### src/rtl/saturn_fetch_queue.sv
// Nibble prefetch queue feeding the decode/ALU stage: issues sequential single-nibble bus
// reads from a 20-bit fetch PC and delivers address-tagged nibbles over valid/ready.
module saturn_fetch_queue #(
    parameter int unsigned DEPTH    = 8,
    parameter logic [19:0] RESET_PC = 20'h00000
) (
    input  logic        strobe,
    input  logic        reset,
    input  logic        redirect_en,
    input  logic [19:0] redirect_pc,
    output logic        bus_read,
    output logic [19:0] bus_addr,
    input  logic        bus_ack,
    input  logic [3:0]  bus_nibble,
    input  logic        bus_error,
    output logic        nib_valid,
    output logic [3:0]  nib_data,
    output logic [19:0] nib_addr,
    input  logic        nib_ready,
    output logic        fault,
    output logic [19:0] fault_addr
);
    localparam int unsigned AW = $clog2(DEPTH);
    localparam int unsigned CW = AW + 1;
    localparam logic [CW-1:0] FULL = CW'(DEPTH);

    typedef enum logic [1:0] {ST_IDLE, ST_REQ, ST_DRAIN, ST_FAULT} state_t;

    state_t        r_state, w_state_next;
    logic [19:0]   r_fetch_pc, w_fetch_pc_next;
    logic [19:0]   r_bus_addr;
    logic [CW-1:0] r_count, w_count_after_pop, w_count_next;
    logic [AW-1:0] r_rd_ptr, r_wr_ptr, w_rd_ptr_next;
    logic [3:0]    r_mem_data [DEPTH];
    logic [19:0]   r_mem_addr [DEPTH];
    logic          r_fault;
    logic [19:0]   r_fault_addr;
    logic [3:0]    r_nib_data, w_nib_data_next;
    logic [19:0]   r_nib_addr, w_nib_addr_next;
    logic          w_busy, w_push, w_pop, w_fault_set;

    always_comb begin
        w_busy            = (r_state == ST_REQ) || (r_state == ST_DRAIN);
        w_push            = (r_state == ST_REQ) && bus_ack && !bus_error && !redirect_en;
        w_fault_set       = (r_state == ST_REQ) && bus_ack && bus_error && !redirect_en;
        w_pop             = (r_count != '0) && nib_ready && !redirect_en;
        w_count_after_pop = r_count - CW'(w_pop);
        w_count_next      = redirect_en ? '0 : w_count_after_pop + CW'(w_push);
        w_rd_ptr_next     = r_rd_ptr + AW'(w_pop);

        if (redirect_en)
            w_fetch_pc_next = redirect_pc;
        else if (w_push)
            w_fetch_pc_next = r_fetch_pc + 20'd1;
        else
            w_fetch_pc_next = r_fetch_pc;

        w_state_next = r_state;
        if (redirect_en) begin
            // an in-flight read must still complete on the bus; its ack is thrown away in DRAIN
            w_state_next = (w_busy && !bus_ack) ? ST_DRAIN : ST_REQ;
        end else begin
            case (r_state)
                ST_IDLE:  if (r_count < FULL) w_state_next = ST_REQ;
                ST_REQ: begin
                    if (bus_ack) begin
                        if (bus_error)               w_state_next = ST_FAULT;
                        else if (w_count_next < FULL) w_state_next = ST_REQ;
                        else                          w_state_next = ST_IDLE;
                    end
                end
                ST_DRAIN: if (bus_ack) w_state_next = ST_REQ;
                ST_FAULT: w_state_next = ST_FAULT;
                default:  w_state_next = ST_IDLE;
            endcase
        end

        // head registers track the entry that will sit at the front after this edge
        w_nib_data_next = r_nib_data;
        w_nib_addr_next = r_nib_addr;
        if (!redirect_en && (w_count_next != '0)) begin
            if (w_push && (w_count_after_pop == '0)) begin
                w_nib_data_next = bus_nibble;
                w_nib_addr_next = r_bus_addr;
            end else begin
                w_nib_data_next = r_mem_data[w_rd_ptr_next];
                w_nib_addr_next = r_mem_addr[w_rd_ptr_next];
            end
        end
    end

    always_ff @(posedge strobe) begin
        if (reset) begin
            r_state      <= ST_IDLE;
            r_fetch_pc   <= RESET_PC;
            r_bus_addr   <= '0;
            r_count      <= '0;
            r_rd_ptr     <= '0;
            r_wr_ptr     <= '0;
            r_fault      <= 1'b0;
            r_fault_addr <= '0;
            r_nib_data   <= '0;
            r_nib_addr   <= '0;
        end else begin
            r_state    <= w_state_next;
            r_fetch_pc <= w_fetch_pc_next;
            r_count    <= w_count_next;
            r_nib_data <= w_nib_data_next;
            r_nib_addr <= w_nib_addr_next;
            if (w_state_next == ST_REQ)
                r_bus_addr <= w_fetch_pc_next;
            if (redirect_en) begin
                r_rd_ptr <= '0;
                r_wr_ptr <= '0;
            end else begin
                r_rd_ptr <= w_rd_ptr_next;
                if (w_push)
                    r_wr_ptr <= r_wr_ptr + AW'(1);
            end
            if (redirect_en) begin
                r_fault <= 1'b0;
            end else if (w_fault_set) begin
                r_fault      <= 1'b1;
                r_fault_addr <= r_bus_addr;
            end
        end
    end

    always_ff @(posedge strobe) begin
        if (w_push) begin
            r_mem_data[r_wr_ptr] <= bus_nibble;
            r_mem_addr[r_wr_ptr] <= r_bus_addr;
        end
    end

    assign bus_read   = w_busy;
    assign bus_addr   = r_bus_addr;
    assign nib_valid  = (r_count != '0);
    assign nib_data   = r_nib_data;
    assign nib_addr   = r_nib_addr;
    assign fault      = r_fault;
    assign fault_addr = r_fault_addr;

endmodule

### config.mk
export PLATFORM = sky130hd
export DESIGN_NAME = saturn_fetch_queue
export DESIGN_NICKNAME = d
export VERILOG_FILES = /design/src/rtl/saturn_fetch_queue.sv
export SDC_FILE = /design/constraint.sdc
export NUM_CORES = 1
export LEC_CHECK = 0
export BUFFER_PORTS_ARGS = -buffer_cell sky130_fd_sc_hd__buf_2
export CAP_MARGIN = 15
export CORE_MARGIN = 2
export CORE_UTILIZATION = 50
export CTS_BUF_LIST = sky130_fd_sc_hd__clkbuf_4 sky130_fd_sc_hd__clkbuf_8
export CTS_CLUSTER_DIAMETER = 60
export DETAILED_ROUTE_END_ITERATION = 7
export PLACE_DENSITY = 0.8
export SYNTH_ARGS = -nofsm -noshare
export SYNTH_HDL_FRONTEND = slang
export SYNTH_SLANG_ARGS = --single-unit
### constraint.sdc
create_clock -name strobe -period 3.4 [get_ports strobe]
set_input_delay 0.68 -clock strobe [delete_from_list [all_inputs] [get_ports strobe]]
set_output_delay 0.68 -clock strobe [all_outputs]
set_load 0.05 [all_outputs]
# --- After elaboration in Yosys (flattened, before gate mapping) ---
# Memories as Yosys holds them, arrays and structs flattened.
# Cells that the tools add are included.
word_totals:
  register_bits: 97
  ramBits: 192
  memories: 2
mem_list:
  columns: ["name", "words", "width", "rd", "rd_ports_with_merged_regs", "wr", "line", "source"]
  rows:
  - ["r_mem_addr", 8, 20, 1, 0, 1, "35", "logic [19:0] r_mem_addr [DEPTH];"]
  - ["r_mem_data", 8, 4, 1, 0, 1, "34", "logic [3:0] r_mem_data [DEPTH];"]
classes:
  n_reduce_logical: 20
  bitwise: 1
  addsub: 5
  magnitude_cmp: 2
  n_eq_ne: 4
  mux: 15
ops:
  columns: ["cell", "n"]
  rows:
  - ["2-to-1 mux 20 bit", 3]
  - ["adder 20 x 1 -> 20 bit (second input constant)", 1]
  - ["2-to-1 mux 2 bit", 6]
  - ["logical AND 1 bit", 10]
  - ["less-than comparator 4 bit (second input constant)", 2]
  - ["2-to-1 mux 4 bit", 2]
  - ["case mux 2 bit (4 select lines)", 1]
  - ["nonzero test 4 bit", 2]
  - ["adder 4 x 1 -> 4 bit", 1]
  - ["== test 2 x 1 -> 1 bit (second input constant)", 2]
  - ["== test 2 bit (second input constant)", 2]
  - ["logical NOT 4 bit", 1]
  - ["subtractor 4 x 1 -> 4 bit", 1]
  - ["adder 3 x 1 -> 3 bit", 1]
  - ["adder 3 x 1 -> 3 bit (second input constant)", 1]
  - ["logical NOT 1 bit", 3]
  - ["2-to-1 mux 1 bit", 3]
  - ["logical NOT 2 bit", 1]
  - ["AND reduction 2 bit", 1]
  - ["OR reduction 2 bit", 1]
  - ["logical OR 1 bit", 1]
  - ["NOT 1 bit", 1]

# --- Depth between registers and ports, before layout ---
depth:
  word_depth: 13
  depth_mapped: 14
  mapped_depth_nobuf: 10

# --- Least setup slack after synthesis ---
# No wires, ideal clock.
synth_timing:
  path_type: "input to register"
  start: "input port redirect_en"
  end: "memory r_mem_addr[0][0] (enable)"
  path_slack_ps: -89
  stages: 6
  required_ps: 2965
  n_path_buf: 2
  setup_time_ps: 435
  arrival_ps: 3054
  cell_sequence: "buf_6 -> nand4bb_4 -> buf_2 -> clkinv_1 -> nand2b_1 -> nor3_1"
synth_between:
  elab_chain_cells: 4
synth_rtl:
  columns: ["element", "line", "source"]
  rows:
  - ["start, declared", "9", "input logic redirect_en,"]
  - ["logical NOT 1 bit", "44", "w_push = (r_state == ST_REQ) && bus_ack && !bus_error && !redirect_en;"]
  - ["logical AND 1 bit", "44", null]
  - ["net w_push", "40", "logic w_busy, w_push, w_pop, w_fault_set;"]
  - ["2-to-1 mux 1 bit", "130", "if (w_push) begin"]
  - ["2-to-1 mux 1 bit (not written as such)", "132", "r_mem_addr[r_wr_ptr] <= r_bus_addr;"]
  - ["end, declared", "35", null]
# The timed path passes the listed nets, and every way through them passes these cells.

# --- Final worst setup path ---
layout_timing:
  start: "register r_count[3]"
  end: "register r_bus_addr[6], in the netlist bus_addr[6]"
layout_between:
  elab_chain_cells: 13
  elab_cells_between_ends: 15
  cone_classes: "add/sub: 2; order compare: 2; eq/ne: 1; mux: 7; reduce/logical: 3"
layout_rtl:
  columns: ["element", "line", "source"]
  rows:
  - ["start, declared", "32", "logic [CW-1:0] r_count, w_count_after_pop, w_count_next;"]
  - ["start signal, assigned", "107", "r_count <= w_count_next;"]
  - ["nonzero test 4 bit", "46", "w_pop = (r_count != '0) && nib_ready && !redirect_en;"]
  - ["logical AND 1 bit (2 in series)", "46", null]
  - ["subtractor 4 x 1 -> 4 bit", "47", "w_count_after_pop = r_count - CW'(w_pop);"]
  - ["adder 4 x 1 -> 4 bit", "48", "w_count_next = redirect_en ? '0 : w_count_after_pop + CW'(w_push);"]
  - ["2-to-1 mux 4 bit", "48", null]
  - ["less-than comparator 4 bit", "68", "else if (w_count_next < FULL) w_state_next = ST_REQ;"]
  - ["2-to-1 mux 1 bit", "68", null]
  - ["2-to-1 mux 2 bit", "67", "if (bus_error) w_state_next = ST_FAULT;"]
  - ["2-to-1 mux 2 bit", "66", "if (bus_ack) begin"]
  - ["case mux 2 bit (4 select lines) *", "63", "case (r_state)"]
  - ["2-to-1 mux 2 bit *", "59", "if (redirect_en) begin"]
  - ["== test 2 x 1 -> 1 bit *", "110", "if (w_state_next == ST_REQ)"]
  - ["end signal, assigned", "111", "r_bus_addr <= w_fetch_pc_next;"]
  - ["end, declared", "31", "logic [19:0] r_bus_addr;"]
# Every way passes the cells marked *; elsewhere a longest branch is shown, timed or not.
# A chain may end at the register's enable or synchronous reset.

==> metrics.txt <==
worst setup skew after layout=19.9 ps; initial cell density of the core=0.512; layout overhead on the synthesized area=17.4%; final net count=977; crit-path cells=or4_4 > and3_1 > ha_1 > ha_1 > nor2b_1 > nor3b_1 > mux2i_1 > a22oi_1 > buf_12 > mux2_2; post-detailed-route via-to-cell ratio=~5.8; biggest cell delay along the critical path=530 ps; post-synth design cell area=11600 sq um; worst-path fanout max=20; number of pins with negative max-slew slack in the final report=0; Least-Margin Pin Slew=866 ps; number of max-cap violations=0; run status=completed; data arrival time of the worst path=3610 ps; area of the die=24500 sq um; sequential element share of the synthesized area=0.663; number of failing hold endpoints at the final stage=0; post-route worst hold slack=397 ps; number of nets in the synthesized netlist=851; DR vias=7353; number of buffers and inverters on the critical path=1; Max Clk Rate=0.315 GHz; Post-CTS Resized=0; number of enable flip-flop cells after synthesis=192; maximum vdd drop=roughly 0.34 mV; number of diodes added for antenna fixing=0; post-synthesis async set-or-reset flop share=0; most frequent cells after synthesis=192 x edfxtp_1, 97 x dfxtp_1, 86 x nand2_1; DP Wirelength=16.1 mm; largest net degree at the start of global routing=53; number of antenna violations at the first check in global routing=0; top area cells in the synthesized netlist=edfxtp_1 50%, dfxtp_1 17%, mux4_2 9.3%, nand2_1 2.8%, o21ai_0 2.6%; mean area per synthesized cell=roughly 14 sq um; GPL Wtd Cong=0.834; crit path launch type=flop; TritonCTS Sinks=about 290; height of the die=156 microns; maximum clock path buffer count=3; Worst Setup Path Type=reg -> reg; DRC violation total after the first TritonRoute iteration=734; biggest area consumer among synthesized cells=edfxtp_1; crit-path leading delay family=simple AND/OR/NAND/NOR gates; Setup-failing EPs final=0; number of distinct library cells after synthesis=between 50 and 60; CTS Hold Buffers Added=0; static leakage=around 4.8 nW; insertion delay of the later-clocked pin in the worst-skew pair=between 500 and 600 ps; Yosys warning count=0; number of fillers in the final layout=around 1700; clock tree from TritonCTS=done; post-route DRC violation count=0; Slew HR=0.423; via count of the first global-routing pass=roughly 7400; total gr overflow=0; post-synthesis register bit count=289; minimum clock period after layout=approximately 3200 ps; power density normalized to cell area=558 nW/um^2; Syn Inst Count=slightly above 800; drt first pass iters=7; post-synth top area share=0.496; Critical Path Sink Type=flop; cell at the slowest stage of the critical path=or4_4; cell mode on critical path=ha_1; Multi-input gate area=~3700 sq um; buffer count from post-CTS setup fixing=0; mean routed wirelength per cell=21.0 microns; setup TNS=0 ps; core footprint=22700 sq um; fraction of layout cells with a size suffix above 1=0.300; fraction of the cycle the final worst path needs=0.933; Die X=156 microns; number of buffers created by CTS=46; unrepaired setup endpoints after global routing=no; sequential cell area=about 7700 sq um; Min-Delay Path Class=in -> reg; # IOs=97; number of placement rows=55; Final Power=7.62 mW; buffers added on ports=96; count of nets left with antenna violations after detail routing=0; GRT Overall Usage=0.224; most frequent cell after synthesis=edfxtp_1; clock-pin slew reported for the worst setup and hold paths after clock tree synthesis=60 ps; total routed wirelength=26.4 mm; most instantiated flip-flop cell in the synthesis netlist=edfxtp_1; required time of the critical path=3830 ps; global-route wire length before repair=roughly 41 mm; number of levels in the clock H-tree=2; cell at the root of the clock tree=clkbuf_8
-- layout make-up --
type                       instances  share of cell area
inverter                          18             0.00495
clock buffer                      73              0.0654
sequential                       289               0.565
multi-input combinational        455               0.274
tap                              285              0.0261
timing repair buffer             125              0.0594
clock inverter                    13             0.00513
-- metal layers --
| metal | part of all wire | vias to the layer above | GRT usage |
|---|---|---|---|
| met3 | 0.079 | 54 | 0.0443 |
| met1 | 0.41 | 3630 | 0.309 |
| met4 | 0.021 | 0 | 0.0730 |
| met5 | 0 | - | 0 |
| met2 | 0.48 | 323 | 0.362 |
| li1 | - | 3346 | - |
-- worst paths after layout --
path                         startpoint  cells past startpoint  slack (ps)                         end
max               r_count[3]$_SDFF_PP0_                     10         230    bus_addr[6]$_SDFFE_PP0N_
min                       bus_nibble[0]                      1         400  r_mem_data[5][0]$_DFFE_PP_
max reg2reg       r_count[3]$_SDFF_PP0_                     10         230    bus_addr[6]$_SDFFE_PP0N_
min reg2reg  fault_addr[7]$_SDFFE_PP0P_                      2         450  fault_addr[7]$_SDFFE_PP0P_
-- logic make-up (layout without fill, tap and decap cells) --
logic type,count (synthesis),count (layout),share of synthesized area
AOI/OAI and AO/OA,143,143,0.0723
DFF,289,289,0.663
and+or+nand+nor,189,189,0.0816
muxes,95,95,0.135
buffers and inverters,65,229,0.0228
adders and majority gates,12,12,0.0129
xor gates and xnor gates,16,16,0.0121
-- flip-flops by register name, indices dropped and copies added, names as in the netlist --
register    flops
r_mem_data     32
r_rd_ptr        3
bus_addr       20
nib_addr       20
r_wr_ptr        3
nib_data        4
fault           1
r_fetch_pc     20
r_count         4
fault_addr     20
r_state         2
r_mem_addr    160
-- through the flow --
step                instance area [sq um]  setup slack, ps  instances   util
global placement                    12700              368       1172  0.559
global route                        13600             40.7       1258  0.601
floorplan                           11600             72.2        809      -
finish                              13600              227       1258  0.601
detailed placement                  12700              247       1172  0.559
CTS                                 13600              239       1258  0.601
-- placed cells by master, fill, tap and decap left out, drive strengths merged, types with 24 or more instances in the layout --
cell | synthesis | final
o22ai | 24 | 24
a21oi | 29 | 29
buf | 15 | 125
dfxtp | 97 | 97
o21ai | 60 | 60
clkbuf | 32 | 73
mux2i | 28 | 28
mux4 | 48 | 48
edfxtp | 192 | 192
nand2 | 86 | 86
-- where the power goes --
part,internal (mW),switching (mW)
clock,1.67,1.34
sequential,3.87,0.164
combinational,0.189,0.381
-- worst reg2reg max path, delay by kind of cell (launching register included) --
family | cells | cell delay, ps
simple gates | 4 | 1180
flops | 1 | 380
fa+ha+maj | 2 | 520
compound gates | 1 | 270
mux | 2 | 480
buf+inv | 1 | 220
(Power assumes the default switching activity.)
